$ cat config.mk
export PLATFORM = sky130hd
export DESIGN_NAME = sync_fifo
export DESIGN_NICKNAME = d
export VERILOG_FILES = /design/src/rtl/sync_fifo_pkg.sv /design/src/rtl/sync_fifo_mem.sv /design/src/rtl/sync_fifo.sv
export SDC_FILE = /design/constraint.sdc
export NUM_CORES = 1
export LEC_CHECK = 0
export BUFFER_PORTS_ARGS = -buffer_cell sky130_fd_sc_hd__buf_2
export CORE_ASPECT_RATIO = 1.5
export CORE_MARGIN = 10
export CORE_UTILIZATION = 45
export DETAILED_ROUTE_END_ITERATION = 12
export MAX_ROUTING_LAYER = met4
export SYNTH_ARGS = -nofsm -noshare
export SYNTH_HDL_FRONTEND = slang
export SYNTH_SLANG_ARGS = --single-unit
$ cat constraint.sdc
create_clock -name i_clk -period 2.4 [get_ports i_clk]
set_input_delay 0.36 -clock i_clk [delete_from_list [all_inputs] [get_ports i_clk]]
set_output_delay 0.36 -clock i_clk [all_outputs]
set_load 0.01 [all_outputs]
$ cat src/rtl/sync_fifo_pkg.sv
// Shared defaults and types for the single-clock FIFO.
// Pointers carry one extra wrap bit above the storage index.
package sync_fifo_pkg;

  localparam int WIDTH  = 8;
  localparam int DEPTH  = 32;
  localparam int UP_BIT = 6;

  typedef logic [UP_BIT-1:0] ptr_t;
  typedef logic [WIDTH-1:0]  data_t;

endpackage

$ cat src/rtl/sync_fifo_mem.sv
// Dual-pointer storage core: memory array, write/read pointers and registered read data.
// Enables arrive already gated by the flag logic, so this block never checks occupancy.
module sync_fifo_mem #(
  parameter int WIDTH  = sync_fifo_pkg::WIDTH,
  parameter int DEPTH  = sync_fifo_pkg::DEPTH,
  parameter int UP_BIT = sync_fifo_pkg::UP_BIT
) (
  input  logic              i_clk,
  input  logic              i_rest,
  input  logic              wen_ok,
  input  logic              ren_ok,
  input  logic [WIDTH-1:0]  i_data,
  output logic [WIDTH-1:0]  o_data,
  output logic [UP_BIT-1:0] wp,
  output logic [UP_BIT-1:0] rp
);

  localparam logic [UP_BIT-1:0] PTR_ONE = 1;

  logic [WIDTH-1:0] mem [DEPTH];

  // NOTE: the storage array has no reset; only pointers and o_data are cleared,
  // which keeps the array mappable to plain RAM and is all that empty state needs.
  always_ff @(posedge i_clk) begin
    if (wen_ok && i_rest) begin
      mem[wp[UP_BIT-2:0]] <= i_data;
    end
  end

  // NOTE: sequential state uses non-blocking assignments so every register
  // samples pre-edge values regardless of statement order.
  always_ff @(posedge i_clk) begin
    if (!i_rest) begin
      wp     <= '0;
      rp     <= '0;
      o_data <= '0;
    end else begin
      if (wen_ok) begin
        wp <= wp + PTR_ONE;
      end
      if (ren_ok) begin
        o_data <= mem[rp[UP_BIT-2:0]];
        rp     <= rp + PTR_ONE;
      end
    end
  end

endmodule

$ cat src/rtl/sync_fifo.sv
// Single-clock FIFO top: enable gating and full/empty flags around the storage core.
// Flags are decoded from the registered pointers, so they change only after a clock edge.
module sync_fifo #(
  parameter int WIDTH  = sync_fifo_pkg::WIDTH,
  parameter int DEPTH  = sync_fifo_pkg::DEPTH,
  parameter int UP_BIT = sync_fifo_pkg::UP_BIT
) (
  input  logic             i_clk,
  input  logic             i_rest,
  input  logic [WIDTH-1:0] i_data,
  input  logic             i_wen,
  input  logic             i_ren,
  output logic [WIDTH-1:0] o_data,
  output logic             o_full,
  output logic             o_empty
);

  logic [UP_BIT-1:0] wp;
  logic [UP_BIT-1:0] rp;
  logic              wen_ok;
  logic              ren_ok;

  // Equal index with differing wrap bits means the writer is a full lap ahead.
  assign o_empty = (wp == rp);
  assign o_full  = (wp[UP_BIT-1] != rp[UP_BIT-1]) &&
                   (wp[UP_BIT-2:0] == rp[UP_BIT-2:0]);

  assign wen_ok = i_wen & ~o_full;
  assign ren_ok = i_ren & ~o_empty;

  sync_fifo_mem #(
    .WIDTH  (WIDTH),
    .DEPTH  (DEPTH),
    .UP_BIT (UP_BIT)
  ) u_mem (
    .i_clk  (i_clk),
    .i_rest (i_rest),
    .wen_ok (wen_ok),
    .ren_ok (ren_ok),
    .i_data (i_data),
    .o_data (o_data),
    .wp     (wp),
    .rp     (rp)
  );

endmodule

; ---- Word-level counts from Yosys, hierarchy flattened
; Memory sizes are Yosys's and may differ from the RTL's. A register that Yosys moved wholly into a read port is not among the register bits.
; Cells that the tools add are included.
[word_totals]
register_bits = 12
ram_bits = 256
input_bits = 12
word_cells = 17
memories = 1
[memory_table]
columns = name, depth, word_bits, read_ports, rd_clocked_by_memory_dff, write_ports, line_no
row1 = u_mem.mem, 32, 8, 1, 1, 1, sync_fifo_mem.sv:20  ; logic [WIDTH-1:0] mem [DEPTH];
[op_classes]
add_sub_neg = 2
eq_ne = 3
mux = 2
n_bitwise = 4
n_reduce_logical = 3
[op_table]
columns = cell, n
row1 = $add A6 B1 Y6 const B, 2
row2 = $eq A6 B6 Y1, 1
row3 = $eq A5 B5 Y1, 1
row4 = $and A1 B1 Y1, 2
row5 = $logic_and A1 B1 Y1, 2
row6 = $mux W1, 2
row7 = $not A1 Y1, 2
row8 = $logic_not A1 Y1, 1
row9 = $ne A1 B1 Y1, 1

; ---- Longest topological paths before layout
[logic_depth]
depth_word = 7
depth_mapped = 8
mapped_depth_nobuf = 5

; ---- Hierarchy
; A second synthesis with hierarchy kept.
[hier_totals]
hier_cells = 603
area_unflattened_um2 = 11288.3
[by_module_without_submodules]
columns = mod, instances, cells_per_inst, area_each_um2
row1 = sync_fifo_mem, 1, 590, 11190.7
row2 = sync_fifo, 1, 13, 97.6

; ---- Least setup slack after synthesis
; OpenSTA, ideal clock, no wires.
[synth_timing]
kind = reg-to-reg
start = register u_mem.rp[0]
end = memory u_mem.mem[11][0], enable pin
setup_time_ns = 0.370
t_arrival_ns = 1.661
required_ns = 2.030
setup_slack_ns = 0.368
stages_incl_launch_ff = 8
n_path_buf = 2
synth_period_minus_slack_ns = 2.032
path_cell_list = dfxtp_1 > buf_6 > xnor2_1 > nand3_1 > o31a_1 > buf_2 > nand3_1 > nor2_1
[synth_between]
elab_chain_cells = 7
[synth_lines]
columns = item, line_no
row1 = start: declaration, sync_fifo_mem.sv:15  ; output logic [UP_BIT-1:0] rp
row2 = start signal: assignment, sync_fifo_mem.sv:43  ; rp <= rp + PTR_ONE;
row3 = $eq A5 B5 Y1, sync_fifo.sv:26  ; (wp[UP_BIT-2:0] == rp[UP_BIT-2:0]);
row4 = $logic_and A1 B1 Y1, sync_fifo.sv:25  ; assign o_full = (wp[UP_BIT-1] != rp[UP_BIT-1]) &&
row5 = $not A1 Y1, sync_fifo.sv:28  ; assign wen_ok = i_wen & ~o_full;
row6 = $and A1 B1 Y1, sync_fifo.sv:28
row7 = $logic_and A1 B1 Y1, sync_fifo_mem.sv:25  ; if (wen_ok && i_rest) begin
row8 = $mux W1, sync_fifo_mem.sv:25
row9 = $mux W1 (not written as such), sync_fifo_mem.sv:26  ; mem[wp[UP_BIT-2:0]] <= i_data;
row10 = end: declaration, sync_fifo_mem.sv:20
; No other way between the ends.

; ---- Final worst setup path
[layout_timing]
start = register u_mem.wp[1]
end = output o_full
[layout_between]
elab_chain_cells = 2
[layout_lines]
columns = item, line_no
row1 = start: declaration, sync_fifo_mem.sv:14  ; output logic [UP_BIT-1:0] wp,
row2 = start signal: assignment, sync_fifo_mem.sv:39  ; wp <= wp + PTR_ONE;
row3 = $eq A5 B5 Y1, sync_fifo.sv:26
row4 = $logic_and A1 B1 Y1, sync_fifo.sv:25
row5 = end: declaration, sync_fifo.sv:14  ; output logic o_full,
; No other way between the ends.

==> metrics.md <==
| Metric | Value |
|---|---|
| Run status | `finished clean` |
| Io pins | `22` |
| # rows | `69` |
| Layout Nets | `630` |
| Most frequent cells in the layout | `256 x edfxtp_1, 48 x mux4_2, 41 x nor2_1, 34 x mux2i_1, 27 x clkbuf_16` |
| Area Overhead vs Synth | `12.9%` |
| Starting Density | `45.8%` |
| Vias | `5379` |
| DRT iter0 DRCs | `403` |
| CTS buffer count | `26` |
| Post-DP HPWL | `14900 µm` |
| Cell variety after synth | `43` |
| RD Place Congestion | `0.845` |
| Unrepaired setup endpoints after global routing | `no` |
| Fmax | `0.439 GHz` |
| Clock skew | `0.0145 ns` |
| Crit Path Class | `reg -> out` |
| Hold Path Class | `in -> reg` |
| Routed wire length | `22700 µm` |
| Avg Cell Area, Syn | `18.8 µm²` |
| Die area | `30900 µm²` |
| Clock network fraction of total power | `40.0%` |
| Worst slew pin tran | `0.829 ns` |
| Total power | `0.0106 W` |
| Sequential cell area fraction in the yosys report | `74.5%` |
| DRT antenna net count | `0` |
| Cts hold-fix bufs | `0` |
| Yosys warns | `0` |
| Syn_nets | `595` |
| Gr usage total | `15.1%` |
| CTS tree | `built` |
| P_int | `0.00836 W` |
| CTS clk-pin slew, worst paths | `0.06 ns` |
| Switching fraction of total power | `21.3%` |
| Skew-Pair Late Insertion Delay | `0.53 ns` |
| CTS Buffer Depth | `3` |
| Fin crit period | `2.28 ns` |
| Antenna fix cells | `0` |
| DIE HEIGHT | `210 µm` |
| Vias in the first global route | `5554` |
| Sink Count | `276` |
| Share of Yosys cell area claimed by the top area cell type | `70.8%` |
| Buffers on Ports | `21` |
| Crit path launch type | `flop` |
| Ys async rst share | `0%` |
| Final setup viols | `0` |
| Layout cell share with drive strength beyond 1 | `23.0%` |
| Cells after synthesis | `578` |
| Largest net degree at the start of global routing | `71` |
| Die width | `147 µm` |
| DRC Markers | `0` |
| Post-synthesis instance area | `10900 µm²` |
| Root Driver | `clkbuf_16` |
| Sequential fraction of design power | `50.3%` |
| Most common cell after layout, fill and taps aside | `edfxtp_1` |
| Max-cap violations | `0` |
| Core region area | `23700 µm²` |
| Post-synth EDFFs | `256` |
| Req. time, crit path | `2.04 ns` |
| Max Slew Vio Count | `0` |
| Core Util, Final | `51.6%` |
| Post-synth top area cell | `edfxtp_1` |
| H-tree levels | `1` |
| Slew headroom | `44.5%` |
| Static leakage | `3.79 nW` |
| Yosys reg bits | `276` |
| First-pass GRT wire length | `34900 µm` |
| Comb power frac | `9.8%` |
| Hold Path Stages | `3` |
| First-pass DRT Iterations | `4` |
| Vias per cell | `5.66` |
| Psw | `0.00226 W` |
| Final Hold Fails | `0` |
| Final Cycle Share | `94.9%` |
| PwrDens | `866 nW/µm²` |
| Critical Path Fanout Max | `6` |
| Wire per inst | `23.9 µm` |
| Overflow after GRT | `0` |
| Top post-synthesis cells by area | `edfxtp_1 71%, mux4_2 10%, dfxtp_1 3.7%` |
| Initial antenna violation count | `0` |
| Reg2Reg Depth | `5` |
| Crit. End Element | `output port` |
| CP arrival | `1.92 ns` |
| VDD IR max | `0.630 mV` |
| Synth Flop Type | `edfxtp_1` |
| Final setup TNS | `0 ns` |
==> flip-flops by register name (all words and copies together), names as in the netlist <==
| name | flops |
|---|---|
| u_mem.rp | 6 |
| u_mem.wp | 6 |
| u_mem.mem | 256 |
| u_mem.o_data | 8 |
==> layout make-up <==
cell class,instances,area (µm²)
clock buffers,35,736
multi-input cells,263,2570
flip-flops and latches,276,8100
fillers,1919,11500
repair buffers,42,288
inverters,4,15.0
clock inverters,11,154
well taps,319,399
==> path summary, 6_finish.rpt <==
path                                 startpoint               to  slack, ns
worst max-delay path                u_mem.wp[1]           o_full       0.12
worst min-delay path                     i_rest      u_mem.rp[4]       0.21
worst max register to register      u_mem.wp[5]  u_mem.mem[9][2]       0.15
worst min register to register  u_mem.o_data[0]  u_mem.o_data[0]       0.48
==> worst max-delay path, cell delays in order, from the launching register on <==
cell,delay [ns]
dfxtp_1,0.46
xnor2_1,0.15
nand2_1,0.09
buf_4,0.15
or2_2,0.30
nor2_1,0.10
buf_2,0.15
==> stage by stage <==
step / instances / instance area [µm²] / hold WS, ns / setup WS, ns
2_1_floorplan: 578 / 10900 / 0.459 / 0.368
3_3_place_gp: 904 / 11400 / 0.465 / 0.149
3_5_place_dp: 904 / 11400 / 0.459 / 0.0891
4_1_cts: 950 / 12300 / 0.200 / 0.0799
5_1_grt: 950 / 12300 / 0.220 / 0.00510
6_report: 950 / 12300 / 0.211 / 0.121
==> Yosys cell counts, types with 5 or more instances <==
cell,instances
mux2i_1,34
a22oi_1,16
a21oi_1,12
a211oi_2,6
edfxtp_1,256
nor2_1,45
a32o_1,8
buf_2,13
o221ai_1,8
mux4_2,48
nand2_1,22
xnor2_1,7
o22ai_1,8
ha_1,5
nand3_1,7
dfxtp_1,20
clkbuf_1,13
==> metal layers <==
layer / wire (µm) / share of wire (%) / up-vias / track usage, %
li1: - / - / 2408 / -
met1: 8860 / 39 / 2786 / 18.0
met2: 12200 / 54 / 147 / 25.9
met3: 1020 / 4.5 / 38 / 2.06
met4: 638 / 2.8 / 0 / 4.98
met5: 0 / 0 / - / -
==> cells by family after synthesis <==
logic type      Yosys count  share of synthesized area (%)
flops                   276                           74.5
simple gates             94                           3.93
mux                      82                           13.1
compound gates           71                           5.13
buf+inv                  39                           1.95
xor+xnor                 11                          0.887
fa+ha+maj                 5                          0.576
==> timing repair <==
| action | 4_1_cts | 5_1_grt |
|---|---|---|
| setup buffers | 0 | 0 |
| endpoints found under the setup margin | 0 | 32 |
| resized for setup | 0 | 4 |
==> power by group through the flow <==
stage,logic (W),clock network (W),registers [W]
final,0.00104,0.00424,0.00534
after floorplan,0.000764,0,0.00544
after global placement,0.00105,0,0.00544
after detailed placement,0.00106,0,0.00544
after global routing,0.00113,0.00452,0.00534
after CTS,0.00106,0.00431,0.00534
Power figures use the tool's default switching activity.
